### config.mk
export PLATFORM = sky130hd
export DESIGN_NAME = m2014_q6_state_reg
export DESIGN_NICKNAME = d
export VERILOG_FILES = /design/src/rtl/m2014_q6_state_reg.sv
export SDC_FILE = /design/constraint.sdc
export NUM_CORES = 1
export LEC_CHECK = 0
export BUFFER_PORTS_ARGS = -buffer_cell sky130_fd_sc_hd__buf_2
export CAP_MARGIN = 15
export CORE_AREA = 10 10 47 49
export CTS_BUF_LIST = sky130_fd_sc_hd__clkbuf_2
export DETAILED_ROUTE_END_ITERATION = 7
export DIE_AREA = 0 0 57 59
export PLACE_DENSITY = 0.48
export SLEW_MARGIN = 0
export SYNTH_ARGS = -nofsm -noshare
export SYNTH_HDL_FRONTEND = slang
export SYNTH_SLANG_ARGS = --single-unit
### constraint.sdc
create_clock -name clk -period 1.05 [get_ports clk]
set_input_delay 0.105 -clock clk [delete_from_list [all_inputs] [get_ports clk]]
set_output_delay 0.105 -clock clk [all_outputs]
set_load 0.1 [all_outputs]
### src/rtl/m2014_q6_state_reg.sv
// Six-state Moore FSM (A..F) stepped by w_valid, with a saturating count of entries into F.
// Optional F-entry counter enabled by defining M2014_Q6_HIT_CNT_EN; otherwise hit_cnt is tied to 0.
module m2014_q6_state_reg #(
  parameter int CNT_W = 8
) (
  input  logic             clk,
  input  logic             resetn,
  input  logic             w,
  input  logic             w_valid,
  input  logic             clr,
  output logic [2:0]       y,
  output logic             z,
  output logic [CNT_W-1:0] hit_cnt
);

  typedef enum logic [2:0] {
    ST_A = 3'b000,
    ST_B = 3'b001,
    ST_C = 3'b010,
    ST_D = 3'b011,
    ST_E = 3'b100,
    ST_F = 3'b101
  } state_t;

  state_t state_reg;

  // Bit 1 of this table reproduces the upstream Y1 equation:
  // Y1 = B | (w & (C | E | F)) | (~w & F).
  // Codes 110/111 are unreachable in normal operation and recover to A.
  function automatic state_t next_state(input state_t cur, input logic win);
    case (cur)
      ST_A:    next_state = win ? ST_A : ST_B;
      ST_B:    next_state = win ? ST_D : ST_C;
      ST_C:    next_state = win ? ST_D : ST_E;
      ST_D:    next_state = win ? ST_A : ST_F;
      ST_E:    next_state = win ? ST_D : ST_E;
      ST_F:    next_state = win ? ST_D : ST_C;
      default: next_state = ST_A;
    endcase
  endfunction

  always_ff @(posedge clk or negedge resetn) begin
    if (!resetn) begin
      state_reg <= ST_A;
    end else if (w_valid) begin
      state_reg <= next_state(state_reg, w);
    end
  end

  // z decodes only the state register, so w/w_valid/clr never reach an output combinationally.
  assign y = state_reg;
  assign z = (state_reg == ST_E) || (state_reg == ST_F);

`ifdef M2014_Q6_HIT_CNT_EN
  logic             f_entry;
  logic [CNT_W-1:0] hit_cnt_reg;

  assign f_entry = w_valid && (state_reg != ST_F) && (next_state(state_reg, w) == ST_F);

  // clr outranks a simultaneous entry; the count sticks at all-ones.
  always_ff @(posedge clk or negedge resetn) begin
    if (!resetn) begin
      hit_cnt_reg <= '0;
    end else if (clr) begin
      hit_cnt_reg <= '0;
    end else if (f_entry && (hit_cnt_reg != {CNT_W{1'b1}})) begin
      hit_cnt_reg <= hit_cnt_reg + 1'b1;
    end
  end

  assign hit_cnt = hit_cnt_reg;
`else
  logic unused_clr;

  assign unused_clr = clr;
  assign hit_cnt    = '0;
`endif

endmodule

==> impl_metrics.prom <==
# TYPE chip_impl_metric gauge
chip_impl_info{name="outcome",value="finished, violations left"} 1
chip_impl_info{name="violated_checks",value="negative setup slack"} 1
chip_impl_metric{name="fp-row-count",unit=""} 14
chip_impl_metric{name="number_of_antenna_violations_at_the_first_check_in_global_routing",unit=""} 0
chip_impl_metric{name="num-fill-cells",unit=""} 144
chip_impl_metric{name="timing.final.max_slew_violations",unit=""} 0
chip_impl_metric{name="clockBufferDepth",unit=""} 2
chip_impl_metric{name="cap_viol_max_count",unit=""} 0
chip_impl_metric{name="min_delay_path_depth",unit=""} 2
chip_impl_info{name="r2r_end",value="y[0]"} 1
chip_impl_metric{name="detailedRoute.firstPassIterationCount",unit=""} 4
chip_impl_metric{name="yosysUniqueCellTypes",unit=""} 19
chip_impl_metric{name="drt_drc_violations_left",unit=""} 0
chip_impl_metric{name="io_pins",unit=""} 17
chip_impl_metric{name="post_synth.cell_area_avg",unit="µm²"} 8.47
chip_impl_metric{name="yosys.area.top_type_share",unit="%"} 29.6
chip_impl_metric{name="wl_per_cell",unit="µm"} 10.5
chip_impl_metric{name="die_h",unit="µm"} 59
chip_impl_metric{name="fin_worst_skew",unit="ns"} 0.00721
chip_impl_metric{name="cts_num_sinks",unit=""} 3
chip_impl_metric{name="die_width",unit="µm"} 57
chip_impl_info{name="cts_root_buffer",value="sky130_fd_sc_hd__clkbuf_2"} 1
chip_impl_metric{name="synthesis.area",unit="µm²"} 254
chip_impl_metric{name="final_core_utilization",unit="%"} 32.6
chip_impl_metric{name="wirelength",unit="µm"} 684
chip_impl_metric{name="dr_wl_met2",unit="µm"} 302
chip_impl_info{name="min_to",value="y[2]"} 1
chip_impl_metric{name="core-area",unit="µm²"} 1400
chip_impl_info{name="rsz0062_at_grt",value="yes"} 1
chip_impl_metric{name="synthesis.instances",unit=""} 30
chip_impl_info{name="hold_path.class",value="input pin to flop"} 1
chip_impl_metric{name="cts_buffers",unit=""} 3
chip_impl_metric{name="post-route-cell-area",unit="µm²"} 457
chip_impl_info{name="r2r_start",value="y[2]"} 1
chip_impl_metric{name="globalRoute.totalOverflow",unit=""} 0
chip_impl_metric{name="dpl.hpwl",unit="µm"} 544
chip_impl_metric{name="cts_max_level",unit=""} 1
chip_impl_metric{name="vias",unit=""} 250
chip_impl_metric{name="regArea",unit="µm²"} 83.8
chip_impl_metric{name="met3WireLength",unit="µm"} 79
chip_impl_metric{name="report.final.setup_viol",unit=""} 6
chip_impl_metric{name="detail_route.vias_per_cell",unit=""} 3.85
chip_impl_info{name="yosysTopAreaCell",value="sky130_fd_sc_hd__dfrtp_1"} 1
chip_impl_metric{name="min_clock_period_post_route",unit="ns"} 1.24
chip_impl_info{name="synth_area_leaders",value="sky130_fd_sc_hd__dfrtp_1 (30%), sky130_fd_sc_hd__buf_4 (24%), sky130_fd_sc_hd__inv_1 (4.4%), sky130_fd_sc_hd__a221o_1 (3.9%), sky130_fd_sc_hd__a2bb2oi_1 (3.4%)"} 1
chip_impl_metric{name="dieArea",unit="µm²"} 3360
chip_impl_metric{name="post_route_cells_drive_above_1_share",unit="%"} 49.0
chip_impl_metric{name="max_freq",unit="GHz"} 0.809
chip_impl_metric{name="final_min_period_over_clock_period",unit="%"} 118
chip_impl_metric{name="gp_congestion",unit=""} 0.698
chip_impl_metric{name="number_of_nets_still_failing_antenna_checks_after_routing",unit=""} 0
chip_impl_metric{name="seq_area_frac_synth",unit="%"} 29.6
chip_impl_metric{name="reg2regPathDepth",unit=""} 3
chip_impl_metric{name="worst-endpoint-arrival",unit="ns"} 1.13
chip_impl_metric{name="grt_pass1_wl",unit="µm"} 979
chip_impl_info{name="top_signal_layer_used",value="met3"} 1
chip_impl_metric{name="ys_warn_count",unit=""} 0
chip_impl_metric{name="finalNetCount",unit=""} 55
chip_impl_metric{name="worst_slack",unit="ns"} -0.187
chip_impl_metric{name="drt-initial-drc-count",unit=""} 3
chip_impl_info{name="tritoncts",value="built"} 1
chip_impl_metric{name="clk_pin_slew",unit="ns"} 0.05
chip_impl_metric{name="grt_pass1_vias",unit=""} 228
chip_impl_info{name="launching_element_type_of_the_critical_path",value="flop"} 1
chip_impl_metric{name="grt_max_degree",unit=""} 9
chip_impl_info{name="criticalPathCategory",value="flop to output pin"} 1
chip_impl_metric{name="port_buffers",unit=""} 7
chip_impl_metric{name="placedInstanceArea",unit="µm²"} 387
chip_impl_metric{name="n_antenna_cell",unit=""} 0
chip_impl_metric{name="route.layer.met1.wl",unit="µm"} 302
chip_impl_info{name="worstSetupEndpointType",value="output pin"} 1
chip_impl_metric{name="global_route.usage.total",unit="%"} 3.81
chip_impl_metric{name="area_delta_synth_final",unit="%"} 79.8
chip_impl_metric{name="initial_utilization",unit="%"} 18.1
chip_impl_metric{name="largest_register_ffs",unit=""} 3
chip_impl_info{name="worst_hold_startpoint",value="w"} 1
chip_impl_metric{name="multi_input_comb_area",unit="µm²"} 145
chip_impl_metric{name="reg2reg_setup_slack",unit="ns"} -0.14
chip_impl_metric{name="number_of_hold_slack_violations_in_the_final_timing_report",unit=""} 0
chip_impl_metric{name="clk-insertion-delay-late",unit="ns"} 0.20
chip_impl_metric{name="yosys_register_bits",unit=""} 3
chip_impl_metric{name="cp_data_required_time",unit="ns"} 0.94
chip_impl_metric{name="crit_fanout",unit=""} 8
## layer usage
layer / GRT usage (%) / up-vias
met5: 0 / -
met4: 2.01 / 0
met3: 3.65 / 0
met2: 6.05 / 11
met1: 3.11 / 112
li1: - / 127
## layout make-up
type,count,share of cell area (%)
Timing Repair Buffer,16,38.6
Clock buffer,4,4.38
Tap cell,16,4.38
Multi-Input combinational cell,23,31.8
Inverter,3,2.47
Sequential cell,3,18.4
## critical path, stage by stage (launching register included)
cell and delay [ns]:
sky130_fd_sc_hd__dfrtp_4 0.52, sky130_fd_sc_hd__nor2b_4 0.15, sky130_fd_sc_hd__buf_6 0.11, sky130_fd_sc_hd__buf_12 0.16
## cell families (layout without fill, tap and decap cells)
family / count (synthesis) / in the layout / synth area share, %
other cells: 1 / 8 / 1.48
simple gates: 7 / 7 / 17.2
flops: 3 / 3 / 29.6
compound gates: 8 / 8 / 23.6
buf+inv: 11 / 23 / 28.1
## Yosys cell counts, drive strengths merged
| cell | n |
|---|---|
| o22ai | 1 |
| dfrtp | 3 |
| o311ai | 1 |
| nor2b | 2 |
| a21o | 1 |
| inv | 3 |
| nand2b | 1 |
| nor3 | 1 |
| o2bb2ai | 1 |
| a21oi | 1 |
| o21ai | 1 |
| a221o | 1 |
| a2bb2oi | 1 |
| or3 | 1 |
| conb | 1 |
| buf | 8 |
| nand2 | 1 |
| nor3b | 1 |
## placed cells by master (no fill, tap or decap)
master,n
sky130_fd_sc_hd__buf_4,5
sky130_fd_sc_hd__o311ai_1,1
sky130_fd_sc_hd__clkbuf_2,4
sky130_fd_sc_hd__inv_1,3
sky130_fd_sc_hd__dlygate4sd3_1,1
sky130_fd_sc_hd__nor3b_1,1
sky130_fd_sc_hd__nor3_1,1
sky130_fd_sc_hd__buf_2,3
sky130_fd_sc_hd__nor2b_1,1
sky130_fd_sc_hd__a21o_1,1
sky130_fd_sc_hd__nor2b_4,1
sky130_fd_sc_hd__a221o_1,1
sky130_fd_sc_hd__dfrtp_2,1
sky130_fd_sc_hd__a2bb2oi_2,1
sky130_fd_sc_hd__nand2b_1,1
sky130_fd_sc_hd__dfrtp_4,2
sky130_fd_sc_hd__o21ai_0,1
sky130_fd_sc_hd__buf_6,3
sky130_fd_sc_hd__or3_1,1
sky130_fd_sc_hd__a21oi_1,1
sky130_fd_sc_hd__o2bb2ai_1,1
sky130_fd_sc_hd__o22ai_1,1
sky130_fd_sc_hd__nand2_1,1
sky130_fd_sc_hd__buf_12,4
sky130_fd_sc_hd__conb_1,8
## per-stage QoR
stage / instances / setup TNS, ns / setup WS [ns] / hold WS, ns
after detailed placement: 57 / -0.278 / -0.107 / -0.0975
final: 65 / -0.679 / -0.187 / 0.146
after global placement: 57 / -0.299 / -0.119 / -0.0988
after CTS: 63 / -0.702 / -0.206 / 0.122
after global routing: 65 / -0.909 / -0.238 / 0.144
after floorplan: 37 / -1.65 / -0.571 / -0.191
## worst max path at each step
stage,start,slack (ns),to
finish,y[1],-0.19,z
detailed placement,y[2],-0.11,y[0]
global route,y[1],-0.24,z
floorplan,y[2],-0.57,y[1]
CTS,y[1],-0.21,z
global placement,y[2],-0.12,y[0]
## timing repair
item | in CTS | in global routing
pin swaps | 0 | 2
hold buffers | 1 | 0
endpoints found under the setup margin | 7 | 7
hold endpoints to repair | 3 | 0
setup buffers | 1 | 2
resized for setup | 3 | 1
Power is left out: the tool's default activity adds up to more than one toggle a clock period on the data nets, which glitch-free logic cannot reach.
